## config.mk

```make
export PLATFORM = sky130hd
export DESIGN_NAME = alu_issue_unit_flat
export DESIGN_NICKNAME = d
export VERILOG_FILES = /design/src/rtl/alu_issue_pkg.sv /design/src/rtl/alu_issue_if.sv /design/src/rtl/instr_field_decode.sv /design/src/rtl/alu_issue_unit.sv /design/src/flat_wrapper.sv
export SDC_FILE = /design/constraint.sdc
export NUM_CORES = 1
export LEC_CHECK = 0
export CAP_MARGIN = 20
export CORE_MARGIN = 1.5
export CORE_UTILIZATION = 55
export CTS_BUF_LIST = sky130_fd_sc_hd__clkbuf_8
export DETAILED_ROUTE_END_ITERATION = 7
export DONT_BUFFER_PORTS = 1
export PLACE_DENSITY_LB_ADDON = 0.25
export SYNTH_ARGS = -nofsm -noshare
export SYNTH_HDL_FRONTEND = slang
export SYNTH_SLANG_ARGS = --single-unit
```

## constraint.sdc

```tcl
create_clock -name clk -period 3 [get_ports clk]
set_clock_uncertainty 0.15 [all_clocks]
set_input_delay 0.3 -clock clk [delete_from_list [all_inputs] [get_ports clk]]
set_output_delay 0.3 -clock clk [all_outputs]
set_load 0.01 [all_outputs]
```

## src/rtl/alu_issue_pkg.sv

```systemverilog
// Shared constants and types for the ALU issue unit.
// Holds the word and register widths, the opcode values, the instruction field
// bit positions, the FSM state encoding and the issue packet layout.
package alu_issue_pkg;

  localparam int unsigned DATA_W = 16;
  localparam int unsigned REG_AW = 3;
  localparam int unsigned OP_W   = 3;
  localparam int unsigned CNT_W  = 16;

  // Instruction word fields: [15:13] opcode, [12:10] Rd, [9:7] Rs, [6:0] ignored
  localparam int unsigned OPC_MSB = 15;
  localparam int unsigned OPC_LSB = 13;
  localparam int unsigned RD_MSB  = 12;
  localparam int unsigned RD_LSB  = 10;
  localparam int unsigned RS_MSB  = 9;
  localparam int unsigned RS_LSB  = 7;

  localparam logic [OP_W-1:0] OP_NOP = 3'd0;
  localparam logic [OP_W-1:0] OP_LDM = 3'd1;
  localparam logic [OP_W-1:0] OP_STD = 3'd2;
  localparam logic [OP_W-1:0] OP_ADD = 3'd3;
  localparam logic [OP_W-1:0] OP_NOT = 3'd4;

  // S_OP expects an opcode word, S_IMM expects the LDM immediate word
  typedef enum logic [0:0] {
    S_OP  = 1'b0,
    S_IMM = 1'b1
  } state_e;

  typedef struct packed {
    logic [OP_W-1:0]   alu_op;
    logic [DATA_W-1:0] rs;
    logic [DATA_W-1:0] rd;
    logic [DATA_W-1:0] immediate;
    logic [REG_AW-1:0] dst_addr;
    logic              wb_en;
  } issue_pkt_t;

  // Opcodes that issue a packet from a single word
  function automatic logic is_single_issue(logic [OP_W-1:0] op);
    return (op == OP_STD) || (op == OP_ADD) || (op == OP_NOT);
  endfunction

endpackage

```

## src/rtl/alu_issue_if.sv

```systemverilog
// Bundle of the instruction input handshake, the register-file read ports and
// the issue packet handshake toward the ALU stage.
//   master: the issue unit (consumes instructions, produces the ALU packet)
//   slave : the surrounding fetch / register file / ALU environment
interface alu_issue_if;
  import alu_issue_pkg::*;

  logic              instr_valid;
  logic [DATA_W-1:0] instr_word;
  logic              instr_ready;

  logic [REG_AW-1:0] rf_rs_addr;
  logic [REG_AW-1:0] rf_rd_addr;
  logic [DATA_W-1:0] rf_rs_data;
  logic [DATA_W-1:0] rf_rd_data;

  logic              ex_valid;
  logic              ex_ready;
  logic [OP_W-1:0]   ex_alu_op;
  logic [DATA_W-1:0] ex_rs;
  logic [DATA_W-1:0] ex_rd;
  logic [DATA_W-1:0] ex_immediate;
  logic [REG_AW-1:0] ex_dst_addr;
  logic              ex_wb_en;

  modport master (
    input  instr_valid, instr_word, rf_rs_data, rf_rd_data, ex_ready,
    output instr_ready, rf_rs_addr, rf_rd_addr,
    output ex_valid, ex_alu_op, ex_rs, ex_rd, ex_immediate, ex_dst_addr, ex_wb_en
  );

  modport slave (
    output instr_valid, instr_word, rf_rs_data, rf_rd_data, ex_ready,
    input  instr_ready, rf_rs_addr, rf_rd_addr,
    input  ex_valid, ex_alu_op, ex_rs, ex_rd, ex_immediate, ex_dst_addr, ex_wb_en
  );

endinterface

```

## src/rtl/instr_field_decode.sv

```systemverilog
// Purely combinational field decoder for one instruction word.
//   instr_word  : raw 16-bit word
//   opcode      : bits [15:13]
//   rd_addr     : bits [12:10]
//   rs_addr     : bits [9:7]
//   is_two_word : LDM, the next word is an immediate
//   is_illegal  : opcode 5..7
//   wb_en       : the instruction writes a register back
module instr_field_decode
  import alu_issue_pkg::*;
(
  input  logic [DATA_W-1:0] instr_word,
  output logic [OP_W-1:0]   opcode,
  output logic [REG_AW-1:0] rd_addr,
  output logic [REG_AW-1:0] rs_addr,
  output logic              is_two_word,
  output logic              is_illegal,
  output logic              wb_en
);

  assign opcode  = instr_word[OPC_MSB:OPC_LSB];
  assign rd_addr = instr_word[RD_MSB:RD_LSB];
  assign rs_addr = instr_word[RS_MSB:RS_LSB];

  // Low bits carry no meaning for this unit
  logic unused_low_bits;
  assign unused_low_bits = ^instr_word[RS_LSB-1:0];

  always_comb begin
    is_two_word = 1'b0;
    is_illegal  = 1'b0;
    wb_en       = 1'b0;
    unique case (opcode)
      OP_NOP: ;
      OP_LDM: begin
        is_two_word = 1'b1;
        wb_en       = 1'b1;
      end
      OP_STD: ;
      OP_ADD: wb_en = 1'b1;
      OP_NOT: wb_en = 1'b1;
      default: is_illegal = 1'b1;
    endcase
  end

endmodule

```

## src/rtl/alu_issue_unit.sv

```systemverilog
// Execute-stage front end: accepts instruction words, reads two register-file
// ports, assembles two-word LDM instructions and presents one registered issue
// packet to the ALU stage.
//   clk, rst_n    : clock and asynchronous active-low reset
//   flush         : drops the held packet and any half-assembled LDM
//   bus (master)  : instruction handshake, register-file reads, issue packet
//   illegal_instr : one-cycle pulse after an illegal opcode is consumed
//   issue_count   : wrapping count of packets taken by the ALU stage
module alu_issue_unit
  import alu_issue_pkg::*;
(
  input  logic             clk,
  input  logic             rst_n,
  input  logic             flush,
  alu_issue_if.master      bus,
  output logic             illegal_instr,
  output logic [CNT_W-1:0] issue_count
);

  logic [OP_W-1:0]   dec_opcode;
  logic [REG_AW-1:0] dec_rd_addr;
  logic [REG_AW-1:0] dec_rs_addr;
  logic              dec_is_two_word;
  logic              dec_is_illegal;
  logic              dec_wb_en;

  instr_field_decode u_decode (
    .instr_word  (bus.instr_word),
    .opcode      (dec_opcode),
    .rd_addr     (dec_rd_addr),
    .rs_addr     (dec_rs_addr),
    .is_two_word (dec_is_two_word),
    .is_illegal  (dec_is_illegal),
    .wb_en       (dec_wb_en)
  );

  assign bus.rf_rs_addr = dec_rs_addr;
  assign bus.rf_rd_addr = dec_rd_addr;

  state_e            state_q, state_d;
  logic [REG_AW-1:0] ldm_rd_q, ldm_rd_d;
  logic              ex_valid_q, ex_valid_d;
  issue_pkt_t        pkt_q, pkt_d;
  logic              illegal_q, illegal_d;
  logic [CNT_W-1:0]  count_q, count_d;

  logic       advance;
  logic       accept;
  logic       issue;
  issue_pkt_t pkt_new;

  // The packet register can take a new value when empty or being consumed
  assign advance         = !ex_valid_q || bus.ex_ready;
  assign bus.instr_ready = advance && !flush;
  assign accept          = bus.instr_valid && bus.instr_ready;

  // Next-state and packet assembly
  always_comb begin
    state_d   = state_q;
    ldm_rd_d  = ldm_rd_q;
    illegal_d = 1'b0;
    issue     = 1'b0;
    pkt_new   = '0;

    if (flush) begin
      state_d  = S_OP;
      ldm_rd_d = '0;
    end else if (accept) begin
      unique case (state_q)
        S_OP: begin
          if (dec_is_two_word) begin
            state_d  = S_IMM;
            ldm_rd_d = dec_rd_addr;
          end else if (dec_is_illegal) begin
            illegal_d = 1'b1;
          end else if (is_single_issue(dec_opcode)) begin
            issue            = 1'b1;
            pkt_new.alu_op   = dec_opcode;
            pkt_new.rs       = bus.rf_rs_data;
            pkt_new.rd       = bus.rf_rd_data;
            pkt_new.dst_addr = dec_rd_addr;
            pkt_new.wb_en    = dec_wb_en;
          end
        end
        S_IMM: begin
          // Whole word is the immediate; its opcode bits are not decoded
          issue             = 1'b1;
          pkt_new.alu_op    = OP_LDM;
          pkt_new.immediate = bus.instr_word;
          pkt_new.dst_addr  = ldm_rd_q;
          pkt_new.wb_en     = 1'b1;
          state_d           = S_OP;
          ldm_rd_d          = '0;
        end
      endcase
    end
  end

  // Packet register and retirement counter
  always_comb begin
    ex_valid_d = ex_valid_q;
    pkt_d      = pkt_q;
    count_d    = count_q;

    if (flush) begin
      ex_valid_d = 1'b0;
    end else begin
      if (ex_valid_q && bus.ex_ready) begin
        count_d = count_q + 16'd1;
      end
      if (issue) begin
        ex_valid_d = 1'b1;
        pkt_d      = pkt_new;
      end else if (bus.ex_ready) begin
        ex_valid_d = 1'b0;
      end
    end
  end

  always_ff @(posedge clk or negedge rst_n) begin
    if (!rst_n) begin
      state_q    <= S_OP;
      ldm_rd_q   <= '0;
      ex_valid_q <= 1'b0;
      pkt_q      <= '0;
      illegal_q  <= 1'b0;
      count_q    <= '0;
    end else begin
      state_q    <= state_d;
      ldm_rd_q   <= ldm_rd_d;
      ex_valid_q <= ex_valid_d;
      pkt_q      <= pkt_d;
      illegal_q  <= illegal_d;
      count_q    <= count_d;
    end
  end

  assign bus.ex_valid     = ex_valid_q;
  assign bus.ex_alu_op    = pkt_q.alu_op;
  assign bus.ex_rs        = pkt_q.rs;
  assign bus.ex_rd        = pkt_q.rd;
  assign bus.ex_immediate = pkt_q.immediate;
  assign bus.ex_dst_addr  = pkt_q.dst_addr;
  assign bus.ex_wb_en     = pkt_q.wb_en;
  assign illegal_instr    = illegal_q;
  assign issue_count      = count_q;

endmodule

```

## src/flat_wrapper.sv

```systemverilog
// flat-port wrapper written by rule: the top's interface ports become plain ports
module alu_issue_unit_flat import alu_issue_pkg::*;
  (clk, rst_n, flush, illegal_instr, issue_count, bus_instr_valid, bus_instr_word, bus_rf_rs_data, bus_rf_rd_data, bus_ex_ready, bus_instr_ready, bus_rf_rs_addr, bus_rf_rd_addr, bus_ex_valid, bus_ex_alu_op, bus_ex_rs, bus_ex_rd, bus_ex_immediate, bus_ex_dst_addr, bus_ex_wb_en);
  alu_issue_if bus_i ();
  input  logic clk;
  input  logic rst_n;
  input  logic flush;
  output logic illegal_instr;
  output logic [CNT_W-1:0] issue_count;
  input wire logic [$bits(bus_i.instr_valid)-1:0] bus_instr_valid;
  input wire logic [$bits(bus_i.instr_word)-1:0] bus_instr_word;
  input wire logic [$bits(bus_i.rf_rs_data)-1:0] bus_rf_rs_data;
  input wire logic [$bits(bus_i.rf_rd_data)-1:0] bus_rf_rd_data;
  input wire logic [$bits(bus_i.ex_ready)-1:0] bus_ex_ready;
  output wire logic [$bits(bus_i.instr_ready)-1:0] bus_instr_ready;
  output wire logic [$bits(bus_i.rf_rs_addr)-1:0] bus_rf_rs_addr;
  output wire logic [$bits(bus_i.rf_rd_addr)-1:0] bus_rf_rd_addr;
  output wire logic [$bits(bus_i.ex_valid)-1:0] bus_ex_valid;
  output wire logic [$bits(bus_i.ex_alu_op)-1:0] bus_ex_alu_op;
  output wire logic [$bits(bus_i.ex_rs)-1:0] bus_ex_rs;
  output wire logic [$bits(bus_i.ex_rd)-1:0] bus_ex_rd;
  output wire logic [$bits(bus_i.ex_immediate)-1:0] bus_ex_immediate;
  output wire logic [$bits(bus_i.ex_dst_addr)-1:0] bus_ex_dst_addr;
  output wire logic [$bits(bus_i.ex_wb_en)-1:0] bus_ex_wb_en;
  assign bus_i.instr_valid = bus_instr_valid;
  assign bus_i.instr_word = bus_instr_word;
  assign bus_i.rf_rs_data = bus_rf_rs_data;
  assign bus_i.rf_rd_data = bus_rf_rd_data;
  assign bus_i.ex_ready = bus_ex_ready;
  assign bus_instr_ready = bus_i.instr_ready;
  assign bus_rf_rs_addr = bus_i.rf_rs_addr;
  assign bus_rf_rd_addr = bus_i.rf_rd_addr;
  assign bus_ex_valid = bus_i.ex_valid;
  assign bus_ex_alu_op = bus_i.ex_alu_op;
  assign bus_ex_rs = bus_i.ex_rs;
  assign bus_ex_rd = bus_i.ex_rd;
  assign bus_ex_immediate = bus_i.ex_immediate;
  assign bus_ex_dst_addr = bus_i.ex_dst_addr;
  assign bus_ex_wb_en = bus_i.ex_wb_en;
  alu_issue_unit u_core (.clk(clk), .rst_n(rst_n), .flush(flush), .bus(bus_i), .illegal_instr(illegal_instr), .issue_count(issue_count));
endmodule
```

==> results of run 1 <==
==> cells by family after synthesis <==
| group | count (synthesis) | share of synthesized area |
|---|---|---|
| AO/OA/AOI/OAI | 75 | 0.185 |
| XOR/XNOR | 15 | 0.0418 |
| adder cells (fa/ha/maj) | 1 | 0.00398 |
| buffers and inverters | 19 | 0.0410 |
| flip-flops | 77 | 0.613 |
| multiplexers | 1 | 0.00477 |
| AND/OR/NAND/NOR | 58 | 0.111 |
==> final cells by class <==
cell class	count	share of cell area
tap	72	0.0232
clock buffer	10	0.0355
sequential	77	0.497
timing repair buffer	56	0.147
multi-input combinational	150	0.283
inverter	1	0.000968
clock inverter	5	0.0136
==> final timing paths <==
| check | endpoint | slack [ns] | depth (start not counted) |
|---|---|---|---|
| min | u_core.bus.ex_dst_addr[2] | 0.02 | 2 |
| max reg2reg | u_core.bus.ex_rd[8] | 0.76 | 5 |
| min in group asynchronous | u_core.issue_count[13] | 0.39 | 2 |
| max | u_core.bus.ex_rd[8] | 0.76 | 5 |
| max in group asynchronous | u_core.illegal_instr | 2.01 | 2 |
| min reg2reg | u_core.issue_count[15] | 0.40 | 1 |
==> through the flow <==
step	cells	instance area (um2)
final	371	3880
after global routing	371	3880
after CTS	371	3880
after detailed placement	303	3140
after global placement	303	3140
after floorplan	246	3150
==> power by group through the flow <==
| stage | clock network, mW | registers [mW] | logic [mW] |
|---|---|---|---|
| 2_1_floorplan | 0 | 1.34 | 0.183 |
| 3_3_place_gp | 0 | 1.37 | 0.189 |
| 3_5_place_dp | 0 | 1.37 | 0.194 |
| 4_1_cts | 0.776 | 1.35 | 0.279 |
| 5_1_grt | 0.822 | 1.38 | 0.314 |
| 6_report | 0.770 | 1.36 | 0.285 |
==> per-layer routing <==
metal	track usage	vias up
li1	-	1014
met1	0.327	1163
met2	0.420	108
met3	0.0756	18
met4	0.121	0
met5	0	-
==> cell usage in the layout (no fill, tap or decap), types with 2 or more instances in the layout <==
cell type	count
nor2b_1	2
a21oi_1	12
and4_1	2
nand2b_1	2
and2_1	2
clkbuf_8	10
nor2_1	6
clkinv_2	2
o21ai_0	4
nand3_1	7
nor3b_1	4
buf_4	3
nand4_1	11
o22ai_1	7
a22o_1	48
dlygate4sd3_1	52
xnor2_1	15
nand2_1	11
dfrtp_1	77
==> worst max-delay path: stages, from the launching register on <==
cell	delay [ns]
dfrtp_1	0.45
nand2b_1	0.21
and2_1	0.42
o21ai_4	0.30
buf_4	0.31
a22o_1	0.27
==> state kept, by name (all words and copies together), names as in the netlist <==
signal                   count
u_core.bus.ex_wb_en          1
u_core.bus.ex_dst_addr       3
u_core.ldm_rd_q              3
u_core.bus.ex_immediate     16
u_core.illegal_instr         1
u_core.bus.ex_rs            16
u_core.bus.ex_alu_op         3
u_core.bus.ex_valid          1
u_core.state_q               1
u_core.issue_count          16
u_core.bus.ex_rd            16
==> repair_timing <==
| item | CTS | global route |
|---|---|---|
| setup endpoints to repair | 0 | 0 |
| buffers inserted | 0 | 0 |
| hold buffers | 53 | 0 |
| endpoints found under the hold margin | 131 | 0 |
==> impl_metrics.toml, run 1 <==
[yosys]
synth_top_cell_by_area = "dfrtp_1"
synth_most_common_cell = "dfrtp_1"
synth_commonest_cells = "dfrtp_1 (77), a22o_1 (48), xnor2_1 (15)"
synth-seq-area-share = 0.613
synth_cell_type_count = 37
synthFlopType = "dfrtp_1"
synth_area_leaders = "dfrtp_1 (61%), a22o_1 (13%), xnor2_1 (4.2%)"
yosysWarnings = 0
netlist_instances = 246
ys_ff_latch = 77
async_flop_share = 1.00
synthesis.nets = 300
syn_area_um2 = 3150
avgSynthCellArea_um2 = 12.8
synth_top_area_share = 0.613
synth-edff-count = 0

[timing]
relSlewSlack = 0.485
finalHoldViolations = 0
fin_crit_sh = 0.748
fin_tns_setup_ns = 0
min_period_ns = 2.24
slew_viol_final = 0
fin_hold_ws_ns = 0.0246
worst_slew_pin_slew_ns = 0.771
max_freq_mhz = 446
finalSetupViolations = 0
rsz0062_at_grt = "false"
setup_ws_ns = 0.756

[final_layout]
nFillCells = 394
nets = 349
diodes = 0
syn_to_final_growth_pct = 23.3
regArea_um2 = 1930
fin_util = 0.704
layout-drive-gt1-share = 0.0836
multi_input_area_um2 = 1100

[worst_setup_path]
endpoint_kind = "register"
worstSetupPathType = "register to register"
setup.worst_path.start = "u_core.bus.ex_valid"
crit_fanout = 27
r2r_start = "u_core.bus.ex_valid"
cp_data_required_time_ns = 3.07
startpoint_type = "register"
cp.arrival_ns = 2.32

[drt]
wl_met3_um = 622
drtIter0Drc = 136
wirelength_mm = 7.79
wl_met1_mm = 3.17
ant_nets = 0
num_vias = 2303
wl_met2_mm = 3.82
wl_per_cell_um = 21.0
drt_pass1_iterations = 4
remaining_drc_errors = 0
top_layer_used = "met4"
vias_per_cell = 6.21

[clock_tree]
cts.clk_slew.worst_paths_ns = 0.08
numCtsBuffers = 9
clk_path_buf_depth = 2
cts_sinks = 77
cts.htree.levels = 3
cts_tree = "built"
clock_latency_ns = 0.34
cts_resized = 0
root_buffer = "clkbuf_8"

[global_routing]
antenna_found_initial = 0
grt_max_degree = 78
grt_overflow = 0
gr-usage-all-layers = 0.262
grt_pass1_vias = 2292
grt_pass1_wl_mm = 12.1

[power]
switching_share = 0.281
p_per_area_nw_per_um2 = 623
cellLeakagePower_nw = 1.71
pwr-share-clk = 0.319
ir_worst_vdd_uv = 455
p_switching_mw = 0.678
finalPower_mw = 2.42
seqPwrFrac = 0.563
comb_power_share = 0.118
p_int_mw = 1.74

[floorplan]
dieHeight_um = 78.6
start_util = 0.571
core-area_um2 = 5510
dieArea_um2 = 6180
die_w_um = 78.6
row_count = 27
num_io_pins = 133

[placed_design]
finalWeightedCongestion = 0.767
detailedPlace.worstSlack_ns = 0.799
io_buffers = 0
hpwl_mm = 4.49

[hold_path]
hp-class = "primary input to register"
min_from = "bus_instr_word[12]"

[status]
status = "complete, no violations"

[job]
drv_cap = 0
Note: power is estimated with default switching activity, not from simulation.
==> run 2, diff against run 1 <==
==> constraint.sdc (replaced) <==
create_clock -name clk -period 2 [get_ports clk]
set_clock_uncertainty 0.15 [all_clocks]
set_input_delay 0.2 -clock clk [delete_from_list [all_inputs] [get_ports clk]]
set_output_delay 0.2 -clock clk [all_outputs]
set_load 0.01 [all_outputs]
==> run 2 against run 1 <==
The run now ends with hold timing left. Utilization increased by 0.34 points. Critical endpoint is now u_core.bus.ex_rd[15]. Via count decreased by 0.74%. Global-route usage decreased by 0.50 points. Die area unchanged. Clock power increased by 52%. First-iteration DRC count increased by 33%. Clock-buffer cell count increased by 1. Worst hold slack got worse by 0.63 ns. Sequential share of layout area decreased by 0.24 points. Wire length decreased by 3.5%. Non-clock buffer count increased by 3. Fmax increased by 24%.
==> impl_metrics.toml, run 2 (same netlist as run 1, synthesis figures left out) <==
[timing]
max_freq_mhz = 551
rsz0062_at_grt = "false"
setup_ws_ns = 0.186
fin_crit_sh = 0.907
fin_tns_setup_ns = 0
fin_hold_ws_ns = -0.603
slew_viol_final = 0
finalSetupViolations = 0
finalHoldViolations = 77
worst_slew_pin_slew_ns = 0.422
min_period_ns = 1.81
relSlewSlack = 0.718

[drt]
wl_met2_mm = 3.68
drtIter0Drc = 181
top_layer_used = "met4"
wl_per_cell_um = 20.1
vias_per_cell = 6.11
ant_nets = 0
wl_met3_um = 547
num_vias = 2286
remaining_drc_errors = 0
wl_met1_mm = 3.13
wirelength_mm = 7.52
drt_pass1_iterations = 4

[power]
p_switching_mw = 0.971
finalPower_mw = 3.61
p_int_mw = 2.64
cellLeakagePower_nw = 1.72
ir_worst_vdd_uv = 508
seqPwrFrac = 0.565
comb_power_share = 0.111
p_per_area_nw_per_um2 = 927
switching_share = 0.269
pwr-share-clk = 0.324

[status]
violations = "hold timing"
status = "finished, violations left"

[final_layout]
regArea_um2 = 1930
nets = 352
finalNonFillerCells = 374
fin_area_um2 = 3900
diodes = 0
layout_common_cells = "dfrtp_1 (77), dlygate4sd3_1 (50), a22o_1 (48)"
nFillCells = 378
final_common_cell = "dfrtp_1"
multi_input_area_um2 = 1100
syn_to_final_growth_pct = 23.9
fin_util = 0.708
layout-drive-gt1-share = 0.103

[clock_tree]
cts_hold_buffers = 50
cts.clk_slew.worst_paths_ns = 0.08
cts_tree = "built"
clock_latency_ns = 0.33
cts_setup_buffers = 0
root_buffer = "clkbuf_8"
cts.htree.levels = 3
numCtsBuffers = 9
cts_sinks = 77
clk_path_buf_depth = 2

[placed_design]
io_buffers = 0
hpwl_mm = 4.59
placed_area_um2 = 3200
detailedPlace.worstSlack_ns = 0.227
dp_cells = 309
finalWeightedCongestion = 0.745

[job]
drv_cap = 0

[worst_setup_path]
crit_fanout = 23
worstSetupPathType = "register to register"
endpoint_kind = "register"
startpoint_type = "register"
cp.arrival_ns = 1.87
cp_data_required_time_ns = 2.06

[floorplan]
die_w_um = 78.6
start_util = 0.571
row_count = 27
dieHeight_um = 78.6
num_io_pins = 133
core-area_um2 = 5510
dieArea_um2 = 6180

[global_routing]
grt_pass1_wl_mm = 11.9
grt_pass1_vias = 2315
grt_overflow = 0
grt_max_degree = 78
antenna_found_initial = 0
gr-usage-all-layers = 0.257

[hold_path]
hp-class = "primary input to asynchronous set/reset pin"
[run 2: cell count changes in the layout (fill, tap and decap cells not counted), sizes merged]
cell | before | now
buf | 4 | 9
dlygate4sd3 | 52 | 50
clkbuf | 10 | 11
clkinv | 4 | 3
clkinvlp | 0 | 1
inv | 1 | 0
[run 2: worst max-delay path, stage by stage, from the launching register on]
cell	delay, ns
dfrtp_1	0.45
nand2b_1	0.21
and2_1	0.24
o21ai_4	0.12
buf_4	0.24
a22o_1	0.27
[run 2: repair_timing]
item / in CTS / in global routing
setup endpoints to repair: 0 / 0
endpoints found under the hold margin: 139 / 77
gates resized for setup: 0 / 0
[run 2: power groups by stage]
stage | Clock (mW) | Sequential (mW) | Combinational (mW)
final | 1.17 | 2.04 | 0.403
after global placement | 0 | 2.06 | 0.290
after global routing | 1.27 | 2.06 | 0.437
after detailed placement | 0 | 2.06 | 0.304
after floorplan | 0 | 2.01 | 0.275
after CTS | 1.20 | 2.04 | 0.396
[run 2: path summary, 6_finish.rpt]
check	slack (ns)	to	cells after the start	startpoint
worst max-delay path	0.19	u_core.bus.ex_rd[15]	5	u_core.bus.ex_valid
worst min-delay path	-0.60	u_core.bus.ex_rs[3]	0	rst_n
worst max register to register	0.19	u_core.bus.ex_rd[15]	5	u_core.bus.ex_valid
worst min register to register	0.40	u_core.issue_count[15]	1	u_core.issue_count[15]
max in group asynchronous	2.18	u_core.bus.ex_rd[8]	0	rst_n
min in group clk	0.01	u_core.bus.ex_alu_op[0]	2	bus_instr_word[13]
[run 2: layout make-up]
class                      instances  share of cell area
clock buffer                      11              0.0389
multi-input combinational        150               0.281
timing repair buffer              59               0.149
tap                               72              0.0231
inverter                           1            0.000963
clock inverter                     4              0.0122
sequential                        77               0.495
[run 2: routing by layer]
metal,GRT usage,vias up
met1,0.333,1153
met5,0,-
met4,0.121,0
met3,0.0663,14
met2,0.403,102
li1,-,1017
==> run 3, diff against run 2 <==
--- a/config.mk
+++ b/config.mk
@@ -5,9 +5,10 @@
 export SDC_FILE = /design/constraint.sdc
 export NUM_CORES = 1
 export LEC_CHECK = 0
+export ABC_AREA = 1
 export CAP_MARGIN = 20
 export CORE_MARGIN = 1.5
-export CORE_UTILIZATION = 55
+export CORE_UTILIZATION = 31
 export CTS_BUF_LIST = sky130_fd_sc_hd__clkbuf_8
 export DETAILED_ROUTE_END_ITERATION = 7
 export DONT_BUFFER_PORTS = 1
==> run 3 against run 2 <==
Largest power group unchanged. Sequential cell count stayed put. Clock power grew 9%. Total power increased by 3.9%. Final cell count increased by 57%. The run still ends with hold timing left. Fmax up 6.6%. Area after synthesis is 7.2% higher. Highest routed layer unchanged. Die area grew 86%. Non-clock buffer count fell by 3. Critical path depth is 2 higher.
==> impl_metrics.toml, run 3 <==
[yosys]
avgSynthCellArea_um2 = 8.49
synthFlopType = "dfrtp_1"
syn_area_um2 = 3370
synth_cell_type_count = 23
synth_area_leaders = "dfrtp_1 (57%), nand2_1 (15%), inv_1 (5.9%)"
ys_ff_latch = 77
yosysWarnings = 0
synth_commonest_cells = "nand2_1 (133), dfrtp_1 (77), inv_1 (53)"
synthesis.nets = 451
synth_top_area_share = 0.571
synth_top_cell_by_area = "dfrtp_1"
synth-seq-area-share = 0.571
synth_most_common_cell = "nand2_1"
netlist_instances = 397
async_flop_share = 1.00
synth-edff-count = 0

[final_layout]
nets = 499
fin_area_um2 = 4190
layout-drive-gt1-share = 0.0600
diodes = 0
finalNonFillerCells = 586
final_common_cell = "nand2_1"
syn_to_final_growth_pct = 24.1
layout_common_cells = "nand2_1 (133), dfrtp_1 (77), inv_1 (53)"

[clock_tree]
numCtsBuffers = 9
clock_latency_ns = 0.34
cts_sinks = 77
cts.htree.levels = 3
cts.clk_slew.worst_paths_ns = 0.08
cts_hold_buffers = 51
clk_path_buf_depth = 2
cts_tree = "built"
root_buffer = "clkbuf_8"
cts_resized = 0
cts_setup_buffers = 0

[timing]
fin_hold_ws_ns = -0.607
finalHoldViolations = 77
slew_viol_final = 0
worst_slew_pin_slew_ns = 0.387
finalSetupViolations = 0
fin_crit_sh = 0.851
max_freq_mhz = 588
rsz0062_at_grt = "false"
relSlewSlack = 0.740
min_period_ns = 1.70
fin_tns_setup_ns = 0

[worst_setup_path]
crit_family = "buffers and inverters"
path_cells = "dlygate4sd3_1, inv_1, nand3_1, nor2_1, nand2_1, xor2_1, inv_1"
crit_fanout = 5
r2r_slack_ns = 0.33
cp.arrival_ns = 1.78
worst-path-buf-inv = 3
endpoint_kind = "register"
crit_top_cell = "inv_1"
slowest_delay_ns = 0.57
startpoint_type = "primary input"
slowest_stage = "dlygate4sd3_1"
cp_data_required_time_ns = 2.08
worstSetupPathType = "primary input to register"

[drt]
ant_nets = 0
wl_per_cell_um = 13.6
drtIter0Drc = 149
vias_per_cell = 4.48
num_vias = 2628
drt_pass1_iterations = 4
wirelength_mm = 7.99
remaining_drc_errors = 0

[placed_design]
io_buffers = 0
hpwl_mm = 5.32
finalWeightedCongestion = 0.745
placed_area_um2 = 3460
dp_cells = 519

[power]
cellLeakagePower_nw = 2.16
ir_worst_vdd_uv = 365
switching_share = 0.290
finalPower_mw = 3.75
p_switching_mw = 1.09
p_per_area_nw_per_um2 = 897
pwr-share-clk = 0.338
seqPwrFrac = 0.557
comb_power_share = 0.105
p_int_mw = 2.66

[global_routing]
antenna_found_initial = 0
grt_overflow = 0
gr-usage-all-layers = 0.147
grt_pass1_vias = 2750
grt_max_degree = 78
grt_pass1_wl_mm = 13.4

[status]
status = "finished, violations left"
violations = "hold timing"

[floorplan]
start_util = 0.324
die_w_um = 107
dieArea_um2 = 11500
row_count = 37
core-area_um2 = 10400
num_io_pins = 133
dieHeight_um = 107

[hold_path]
hp-class = "primary input to asynchronous set/reset pin"

[job]
drv_cap = 0
-- run 3: path summary, 6_finish.rpt --
kind,start,end,cells after the start
worst max-delay path,flush,u_core.issue_count[5],7
worst min-delay path,rst_n,u_core.issue_count[11],0
worst max register to register,u_core.bus.ex_valid,u_core.issue_count[11],7
worst min register to register,u_core.ldm_rd_q[0],u_core.ldm_rd_q[0],2
max in group asynchronous,rst_n,u_core.bus.ex_rs[2],0
min in group clk,bus_instr_word[13],u_core.ldm_rd_q[0],4
-- run 3: cells by family (layout without fill, tap and decap cells) --
| group | count (synthesis) | count (layout) | share of synthesized area |
|---|---|---|---|
| simple gates | 195 | 195 | 0.237 |
| xor+xnor | 10 | 10 | 0.0260 |
| flops | 77 | 77 | 0.571 |
| fa+ha+maj | 1 | 1 | 0.00371 |
| buf+inv | 73 | 126 | 0.0991 |
| compound gates | 41 | 41 | 0.0631 |
-- run 3: stage by stage --
step	setup slack, ns	util
6_report	0.298	0.402
5_1_grt	0.0884	0.402
4_1_cts	0.270	0.402
3_5_place_dp	0.305	0.332
3_3_place_gp	0.314	0.332
2_1_floorplan	0.543	-
-- run 3: worst reg2reg max path, stage by stage (launching register included) --
cell     delay [ns]
dfrtp_1        0.48
nand2_1        0.08
nor2_1         0.23
nand2_1        0.16
nor2_1         0.27
nand3_1        0.11
nand2_1        0.08
inv_1          0.04
-- run 3: power by group through the flow --
stage / clock [mW] / sequential, mW / combinational, mW
after floorplan: 0 / 2.06 / 0.275
after global placement: 0 / 2.12 / 0.297
after detailed placement: 0 / 2.13 / 0.312
after CTS: 1.33 / 2.10 / 0.399
after global routing: 1.40 / 2.13 / 0.466
final: 1.27 / 2.09 / 0.394
-- run 3: cell type report --
cell class | instances | area, um2
Tap cell | 136 | 170
Timing Repair Buffer | 56 | 548
Fill cell | 1058 | 6230
Sequential cell | 77 | 1930
Clock inverter | 4 | 53.8
Multi-Input combinational cell | 247 | 1120
Clock buffer | 12 | 165
Inverter | 54 | 203
-- run 3: layer usage --
layer	part of all wire	routed length (um)	GRT usage	up-vias
li1	-	-	-	1313
met5	0	0	0	-
met4	0.0098	78	0.0619	0
met3	0.077	618	0.0484	5
met2	0.48	3800	0.241	84
met1	0.44	3500	0.177	1226
